**src/rtl/stoplight_monitor.sv**
```systemverilog
// Safety monitor and lamp driver for the Stoplight controller: forwards legal colours, latches the first fault and flashes red.
// Optional all-red watchdog (fault code 5) compiled in with `define STOPLIGHT_MON_WDOG_EN.
module stoplight_monitor #(
    parameter int unsigned MIN_YLW    = 1,
    parameter int unsigned FLASH_HALF = 1,
    parameter int unsigned MAX_ALLRED = 2
) (
    input  logic       clk,
    input  logic       rst,
    input  logic [2:0] light_pros,
    input  logic [2:0] light_wash,
    output logic [2:0] lamp_pros,
    output logic [2:0] lamp_wash,
    output logic       fault,
    output logic [2:0] fault_code
);

    localparam logic [2:0] GRN = 3'b100;
    localparam logic [2:0] YLW = 3'b010;
    localparam logic [2:0] RED = 3'b001;
    localparam logic [2:0] DARK = 3'b000;
    localparam logic [7:0] MIN_YLW_C  = 8'(MIN_YLW);
    localparam logic [7:0] FLASH_LAST = 8'(FLASH_HALF - 1);

    typedef enum logic [1:0] {
        S_INIT  = 2'd0,
        S_PASS  = 2'd1,
        S_FLASH = 2'd2
    } state_e;

    function automatic logic is_color(input logic [2:0] c);
        return (c == GRN) || (c == YLW) || (c == RED);
    endfunction

    function automatic logic bad_step(input logic [2:0] p, input logic [2:0] c);
        return ((p == GRN) && (c == RED)) || ((p == RED) && (c == YLW)) || ((p == YLW) && (c == GRN));
    endfunction

    function automatic logic [7:0] sat_inc(input logic [7:0] v);
        return (v == 8'hFF) ? v : v + 8'd1;
    endfunction

    // Yellow length seen so far, including the current sample.
    function automatic logic [7:0] ylw_next(input logic [2:0] p, input logic [2:0] c, input logic [7:0] cnt);
        if (c != YLW) begin
            return 8'd0;
        end else if (p != YLW) begin
            return 8'd1;
        end else begin
            return sat_inc(cnt);
        end
    endfunction

    state_e     state_q, state_d;
    logic [2:0] lamp_pros_q, lamp_pros_d, lamp_wash_q, lamp_wash_d;
    logic [2:0] prev_pros_q, prev_pros_d, prev_wash_q, prev_wash_d;
    logic [7:0] ylw_pros_q, ylw_pros_d, ylw_wash_q, ylw_wash_d;
    logic [7:0] flash_cnt_q, flash_cnt_d;
    logic       fault_q, fault_d;
    logic [2:0] code_q, code_d;
    logic [2:0] chk_code_s;
    logic       pass_s, short_s;

`ifdef STOPLIGHT_MON_WDOG_EN
    localparam logic [7:0] ALLRED_LIM = 8'(MAX_ALLRED);
    logic [7:0] allred_q, allred_d, allred_nxt_s;
    assign allred_nxt_s = ((light_pros == RED) && (light_wash == RED)) ? sat_inc(allred_q) : 8'd0;
`else
    // MAX_ALLRED only matters to the watchdog build; reference it so it stays visible.
    if (MAX_ALLRED == 0) begin : g_allred_unused
    end
`endif

    assign pass_s  = (state_q == S_PASS);
    assign short_s = ((prev_pros_q == YLW) && (light_pros == RED) && (ylw_pros_q < MIN_YLW_C)) ||
                     ((prev_wash_q == YLW) && (light_wash == RED) && (ylw_wash_q < MIN_YLW_C));

    // Prioritised check result; lowest code wins, INIT skips history-based checks.
    always_comb begin
        chk_code_s = 3'd0;
        if (!(is_color(light_pros) && is_color(light_wash))) begin
            chk_code_s = 3'd1;
        end else if ((light_pros != RED) && (light_wash != RED)) begin
            chk_code_s = 3'd2;
        end else if (pass_s && (bad_step(prev_pros_q, light_pros) || bad_step(prev_wash_q, light_wash))) begin
            chk_code_s = 3'd3;
        end else if (pass_s && short_s) begin
            chk_code_s = 3'd4;
`ifdef STOPLIGHT_MON_WDOG_EN
        end else if (pass_s && (allred_nxt_s > ALLRED_LIM)) begin
            chk_code_s = 3'd5;
`endif
        end else begin
            chk_code_s = 3'd0;
        end
    end

    // Next-state and output logic.
    always_comb begin
        state_d     = state_q;
        lamp_pros_d = lamp_pros_q;
        lamp_wash_d = lamp_wash_q;
        prev_pros_d = prev_pros_q;
        prev_wash_d = prev_wash_q;
        ylw_pros_d  = ylw_pros_q;
        ylw_wash_d  = ylw_wash_q;
        flash_cnt_d = flash_cnt_q;
        fault_d     = fault_q;
        code_d      = code_q;
`ifdef STOPLIGHT_MON_WDOG_EN
        allred_d    = allred_q;
`endif
        case (state_q)
            S_INIT, S_PASS: begin
                if (chk_code_s != 3'd0) begin
                    fault_d     = 1'b1;
                    code_d      = chk_code_s;
                    state_d     = S_FLASH;
                    lamp_pros_d = RED;
                    lamp_wash_d = RED;
                    flash_cnt_d = 8'd0;
                end else begin
                    lamp_pros_d = light_pros;
                    lamp_wash_d = light_wash;
                    prev_pros_d = light_pros;
                    prev_wash_d = light_wash;
                    ylw_pros_d  = ylw_next(prev_pros_q, light_pros, ylw_pros_q);
                    ylw_wash_d  = ylw_next(prev_wash_q, light_wash, ylw_wash_q);
`ifdef STOPLIGHT_MON_WDOG_EN
                    allred_d    = allred_nxt_s;
`endif
                    state_d     = S_PASS;
                end
            end
            S_FLASH: begin
                if (flash_cnt_q >= FLASH_LAST) begin
                    flash_cnt_d = 8'd0;
                    lamp_pros_d = (lamp_pros_q == RED) ? DARK : RED;
                    lamp_wash_d = (lamp_pros_q == RED) ? DARK : RED;
                end else begin
                    flash_cnt_d = flash_cnt_q + 8'd1;
                end
            end
            default: begin
                state_d     = S_INIT;
                lamp_pros_d = RED;
                lamp_wash_d = RED;
            end
        endcase
    end

    // State and output registers with synchronous reset.
    always_ff @(posedge clk) begin
        if (rst) begin
            state_q     <= S_INIT;
            lamp_pros_q <= RED;
            lamp_wash_q <= RED;
            prev_pros_q <= RED;
            prev_wash_q <= RED;
            ylw_pros_q  <= 8'd0;
            ylw_wash_q  <= 8'd0;
            flash_cnt_q <= 8'd0;
            fault_q     <= 1'b0;
            code_q      <= 3'd0;
`ifdef STOPLIGHT_MON_WDOG_EN
            allred_q    <= 8'd0;
`endif
        end else begin
            state_q     <= state_d;
            lamp_pros_q <= lamp_pros_d;
            lamp_wash_q <= lamp_wash_d;
            prev_pros_q <= prev_pros_d;
            prev_wash_q <= prev_wash_d;
            ylw_pros_q  <= ylw_pros_d;
            ylw_wash_q  <= ylw_wash_d;
            flash_cnt_q <= flash_cnt_d;
            fault_q     <= fault_d;
            code_q      <= code_d;
`ifdef STOPLIGHT_MON_WDOG_EN
            allred_q    <= allred_d;
`endif
        end
    end

    assign lamp_pros  = lamp_pros_q;
    assign lamp_wash  = lamp_wash_q;
    assign fault      = fault_q;
    assign fault_code = code_q;

endmodule

```
**config.mk**
```make
export PLATFORM = sky130hd
export DESIGN_NAME = stoplight_monitor
export DESIGN_NICKNAME = d
export VERILOG_FILES = /design/src/rtl/stoplight_monitor.sv
export SDC_FILE = /design/constraint.sdc
export NUM_CORES = 1
export LEC_CHECK = 0
export CORE_MARGIN = 2
export CORE_UTILIZATION = 30
export DETAILED_ROUTE_END_ITERATION = 12
export PLACE_DENSITY = 0.58
export SLEW_MARGIN = 20
export SYNTH_ARGS = -nofsm -noshare
export SYNTH_HDL_FRONTEND = slang
export SYNTH_SLANG_ARGS = --single-unit
```
**constraint.sdc**
```tcl
create_clock -name clk -period 2.9 [get_ports clk]
set_clock_uncertainty 0.2 [all_clocks]
set_input_delay 0.435 -clock clk [delete_from_list [all_inputs] [get_ports clk]]
set_output_delay 0.435 -clock clk [all_outputs]
set_load 0.03 [all_outputs]
```
==> flow_summary.json <==
{
  "yosys_warnings": 0,
  "antennaDiodeCount": 0,
  "fin_crit_ps": 2722,
  "row_count": 28,
  "dr.max_layer_used": "met4",
  "grt_pass1_vias": 1713,
  "arrival_ps": 2740,
  "drive_gt1_share_pct": 21.09,
  "grt_remaining_overflow": 0,
  "setup_violations": 0,
  "synthCells": 214,
  "syn_to_final_growth_pct": 27.02,
  "maxCapViolCount": 0,
  "synth_edf_count": 0,
  "synth_area_mm2": 0.001857,
  "via_per_inst": 5.193,
  "clk_path_buf_depth": 2,
  "rsz0062_at_grt": "no",
  "track_usage_pct": 14.88,
  "clk_pin_slew_ps": 60,
  "die_area_mm2": 0.006834,
  "setup_slack_ps": 178.1,
  "cts.sinks": 34,
  "die_w_um": 82.67,
  "clock-root-buffer": "clkbuf_8",
  "maxSlewViolCount": 0,
  "drtIter0Drc": 79,
  "antenna_left": 0,
  "ys_ff_latch": 34,
  "crit_type": "in2reg",
  "antenna_found_initial": 0,
  "syn_nets": 226,
  "place_congestion": 0.8359,
  "fin_util_pct": 39.60,
  "core_region_area_mm2": 0.005956,
  "post_drt_wl_per_cell_um": 13.33,
  "powerDensity_mw_per_mm2": 383.9,
  "final_hold_viol_count": 0,
  "met1_length_um": 2125,
  "cts_made_buffers": 5,
  "worst_pin_slew_ps": 563.7,
  "io-pin-count": 18,
  "period_share_pct": 93.86,
  "crit_path_top_delay_cell": "clkdlybuf4s50_1",
  "async_flop_share_pct": 0,
  "route.vias.total": 1719,
  "p_leak_nw": 0.8587,
  "hold_path.class": "reg2reg",
  "path_cells": "clkdlybuf4s50_1 -> or4bb_1 -> a211oi_1 -> o41ai_4 -> nand3_4 -> buf_4 -> mux2_1 -> nor2_1",
  "drc": 0,
  "nNetsFinal": 268,
  "ys_seq_area_share_pct": 36.66,
  "slowest_delay_ps": 520,
  "place_ws_ps": -356.9,
  "critPathCaptureType": "flop",
  "synthFlopType": "dfxtp_1",
  "cts_tree": "done",
  "grt_max_degree": 21,
  "detail_route.first_pass.iterations": 4,
  "insertion_delay_ps": 280,
  "start_kind": "primary input",
  "dp_hpwl_um": 3319,
  "placedCellCount": 323,
  "run_status": "finished clean",
  "wl_met2_um": 2089,
  "met3_length_um": 137,
  "grt_pass1_wl_um": 7693,
  "hold_ws_ps": 250.2,
  "numPortBuffers": 17,
  "required_ps": 2920,
  "syn_avg_cell_area_um2": 8.677,
  "dieHeight_um": 82.67,
  "peakVddDrop_mv": 0.1588,
  "final_cells": 331,
  "initial_core_util_pct": 31.18,
  "path_max_fanout": 9,
  "ys_types": 51,
  "htreeDepth": 2,
  "wl_um": 4412,
  "slew_headroom_pct": 61.89,
  "fmax_ghz": 0.3674
}
-- routing by layer --
| metal | vias to the layer above | global-route usage, % |
|---|---|---|
| li1 | 885 | - |
| met1 | 803 | 18.18 |
| met2 | 25 | 25.08 |
| met5 | - | 0 |
| met3 | 6 | 3.261 |
| met4 | 0 | 6.393 |
-- cell type report --
| type | count | area (um2) |
|---|---|---|
| fillers | 622 | 3597 |
| multi-input cells | 161 | 1090 |
| flip-flops and latches | 34 | 680.7 |
| repair buffers | 46 | 387.9 |
| well taps | 75 | 93.84 |
| clock buffers | 7 | 76.32 |
| inverters | 8 | 30.03 |
-- synth_stat cells (all sizes together), types with 3 or more instances --
cell type | count | share of area (%)
ha | 4 | 2.7
or4bb | 4 | 2.4
and3 | 7 | 2.4
a211oi | 4 | 2.2
nand3 | 10 | 3.4
a21oi | 15 | 4.0
nand4 | 6 | 2.4
nor3 | 9 | 2.7
or3b | 4 | 1.9
and4 | 3 | 1.4
nand2 | 24 | 4.9
nor3b | 4 | 2.2
nor4b | 3 | 1.4
dfxtp | 34 | 37
clkbuf | 3 | 0.61
or4 | 4 | 1.6
buf | 8 | 3.8
o21ai | 12 | 3.2
nor4 | 4 | 2.2
nor2 | 16 | 3.4
inv | 8 | 1.6
o31ai | 3 | 1.2
-- stage by stage --
step	area [um2]	TNS, ps	power, W
floorplan	1857	0	0.0005451
global placement	2248	-3240	0.0005936
detailed placement	2248	-5235	0.0005937
CTS	2336	0	0.0009215
global route	2359	0	0.0009533
finish	2359	0	0.0009055
-- path summary, 6_finish.rpt --
path | from | end | slack [ps] | cells after the start
worst max-delay path | light_pros[1] | ylw_pros_q[1]$_SDFFE_PP0P_ | 180 | 8
worst min-delay path | fault_code[1]$_SDFFE_PP0P_ | fault_code[1]$_SDFFE_PP0P_ | 250 | 2
worst min register to register | fault_code[1]$_SDFFE_PP0P_ | fault_code[1]$_SDFFE_PP0P_ | 250 | 2
worst max register to register | prev_wash_q[1]$_SDFFE_PP0P_ | ylw_pros_q[1]$_SDFFE_PP0P_ | 300 | 7
-- logic make-up after synthesis --
logic type,count (synthesis),share of synthesized area (%)
AOI/OAI and AO/OA,49,18.13
xor gates and xnor gates,3,1.415
adders and majority gates,4,2.696
buffers and inverters,19,6.064
DFF,34,36.66
muxes,2,1.146
and+or+nand+nor,103,33.90
-- report_power, final --
part           internal, W  switching, W
registers         0.000474    0.00000603
clock network     0.000165      0.000156
logic            0.0000495     0.0000551
total             0.000688      0.000217
-- registers in the layout, summed over array words and instances (netlist names) --
register	count
ylw_wash_q	8
fault	1
lamp_pros	3
prev_pros_q	3
state_q	2
lamp_wash	3
fault_code	3
ylw_pros_q	8
prev_wash_q	3
-- critical path: cells and delay by family --
family	cells	cell delay, ps
AO/OA/AOI/OAI	2	590
buffers and inverters	2	670
multiplexers	1	310
AND/OR/NAND/NOR	3	740
-- placed cells by master (no fill, tap or decap), types with 2 or more instances in the layout --
master	count
a211o_1	2
a211oi_2	3
a21o_1	2
a21oi_1	15
a41oi_1	2
and3_1	7
and4_1	3
buf_4	29
clkbuf_1	2
clkbuf_8	5
clkdlybuf4s50_1	17
dfxtp_1	34
ha_1	4
inv_1	8
nand2_1	24
nand3_1	9
nand4_1	5
nor2_1	15
nor3_1	8
nor3b_1	2
nor3b_2	2
nor4_1	2
nor4b_1	3
o21ai_0	10
o31ai_1	3
or3_1	2
or3b_2	4
or4_1	4
or4bb_1	4
xor2_1	2
-- repair_timing --
item	in CTS	in global routing
setup buffers	0	1
hold buffers	0	0
pin swaps	0	1
cloned	0	0
endpoints found under the setup margin	6	9
gates resized for setup	1	3
No activity file was read; power rests on OpenSTA's default activity.
==> patch, RTL diff (same settings) <==
The 3 states of `state_e` get a one-hot encoding in 3 bits.
--- a/src/rtl/stoplight_monitor.sv
+++ b/src/rtl/stoplight_monitor.sv
@@ -22,10 +22,10 @@
     localparam logic [7:0] MIN_YLW_C  = 8'(MIN_YLW);
     localparam logic [7:0] FLASH_LAST = 8'(FLASH_HALF - 1);
 
-    typedef enum logic [1:0] {
-        S_INIT  = 2'd0,
-        S_PASS  = 2'd1,
-        S_FLASH = 2'd2
+    typedef enum logic [2:0] {
+        S_INIT  = 3'b001,
+        S_PASS  = 3'b010,
+        S_FLASH = 3'b100
     } state_e;
 
     function automatic logic is_color(input logic [2:0] c);
Behaviour: no difference found for any inputs over 10 cycles, from zero or initial values and one cycle with rst high; not proved beyond that.
==> patch against the unedited design <==
  * Core utilization increased by 0.074 points
  * Power increased by 25%
  * Fmax increased by 1.6%
  * Die area increased by 7.1%
  * Routed wire length increased by 16%
  * Sequential power increased by 5.8%
  * Setup slack improved by 42 ps
  * Count of clock-buffer cells in the layout decreased by 2
  * Sequential cell count increased by 1
  * Register-to-register slack improved by 210 ps
  * Final area increased by 7.4%
  * Via count increased by 11%
  * Synthesized area increased by 7.5%
  * Critical endpoint is now ylw_wash_q[0]
==> patch: results (changes against the unedited design) <==
CTS root buf: clkbuf_8 (unchanged)
CP Max Fanout: 4 (was 9)
Top post-synthesis cells by area: dfxtp_1 35%, nand3_1 4.8%, a21oi_1 4.5% (was dfxtp_1 37%, nand2_1 4.9%, a21oi_1 4.0%)
Top post-synthesis cells by count: 35 x dfxtp_1, 19 x nand3_1, 18 x a21oi_1, 12 x inv_1, 12 x nand2_1 (was 34 x dfxtp_1, 24 x nand2_1, 15 x a21oi_1, 15 x nor2_1, 10 x o21ai_0)
CTS H-tree depth: 2 (unchanged)
Xor/xnor share of the synthesized area: 0.00439 (was 0.0142)
First-pass GRT wire length: 8.54 mm (was 7.69 mm)
Detailed-route wire length per cell: 14.3 microns (was 13.3 microns)
Fill count: 632 (was 622)
Compound-Gate Fraction of Synth Area: 0.247 (was 0.181)
Hold Crit Depth: 2 (unchanged)
Leakage: 0.875 nW (was 0.859 nW)
GP Congestion: 0.784 (was 0.836)
Syn Area/Cell: 8.39 sq um (was 8.68 sq um)
Reg2Reg Depth: 9 (was 7)
Vias per cell: 5.34 (was 5.19)
Fraction of layout cells with a size suffix above 1: 0.196 (was 0.211)
Crit path arrival time: 2670 ps (was 2740 ps)
Library cells used by synthesis: 54 (was 51)
Main synth FF type: dfxtp_1 (unchanged)
Post-Syn Nets: 250 (was 226)
Clock Path Buffers: 2 (unchanged)
Outcome: complete, no violations (unchanged)
Hold WC Path Type: flop to flop (unchanged)
Worst-path clk slew: 80 ps (was 60 ps)
Worst skew pair latency: 300 ps (was 280 ps)
VDD IR max: 0.306 mV (was 0.159 mV)
Largest net degree at the start of global routing: 18 (was 21)
ANT cells: 0 (unchanged)
Tightest Pin Transition: 476 ps (was 564 ps)
Number of global-route vias before repair: 1792 (was 1713)
Total global routing overflow: 0 (unchanged)
GR Util All Layers: 0.147 (was 0.149)
Post-synthesis mux area share: 0.0125 (was 0.0115)
Sequential area share after synthesis: 0.351 (was 0.367)
Resized cells post-CTS: 0 (was 1)
Fin nets: 292 (was 268)
Synth Area in Adders: 0.0251 (was 0.0270)
Initial DRC Count: 175 (was 79)
Number of synthesis warnings: 0 (unchanged)
Detailed Place HPWL: 3.78 mm (was 3.32 mm)
[patch: cell count changes in the layout (fill, tap and decap cells not counted), sizes merged, moves of 3 or more]
cell / change
nand2b: +4
a21oi: +4
and3: -4
o21ai: +6
nand2: -11
and2: +6
nor4bb: +3
and4: -3
nand3: +9
a21o: +3
o31ai: +5
inv: +4
or4bb: -4
nor2: -4
[patch: per-stage QoR]
step | setup WS, ps | std cells | area, sq um
after global placement | -58.8 | 350 | 2420
after CTS | 214 | 358 | 2530
after global routing | 121 | 358 | 2530
after detailed placement | -93.6 | 350 | 2420
final | 220 | 358 | 2530
after floorplan | 411 | 238 | 2000
[patch: final cells by class]
class	count	area share
Multi-Input combinational cell	179	0.462
Clock buffer	5	0.0272
Inverter	12	0.0178
Clock inverter	3	0.0173
Tap cell	77	0.0380
Sequential cell	35	0.277
Timing Repair Buffer	47	0.161
[patch: worst paths after layout]
check                                    from            end  slack, ps
worst max-delay path            light_wash[1]  ylw_wash_q[0]        220
worst min-delay path                    fault          fault        260
worst min register to register          fault          fault        260
worst max register to register  ylw_pros_q[0]  ylw_wash_q[6]        510
[patch: power by group]
group | switching [mW] | total [mW] | internal [mW]
logic | 0.0998 | 0.177 | 0.0773
registers | 0.0108 | 0.508 | 0.498
clock network | 0.191 | 0.447 | 0.256
[patch: routing by layer]
| layer | global-route usage | wire, microns |
|---|---|---|
| met1 | 0.209 | 2560 |
| met5 | 0 | 0 |
| met3 | 0.0289 | 195 |
| met2 | 0.224 | 2290 |
| met4 | 0.0433 | 57 |
[patch: cells by family after synthesis]
logic type                 Yosys count
xor gates and xnor gates             1
and+or+nand+nor                    102
AOI/OAI and AO/OA                   70
DFF                                 35
muxes                                2
adders and majority gates            4
buffers and inverters               24
[patch: worst max-delay path, cell delays in order]
cell	delay, ps
clkdlybuf4s50_1	470
or3b_1	370
or4b_1	500
o2111a_2	200
o21a_1	220
and3_1	180
mux2_4	290
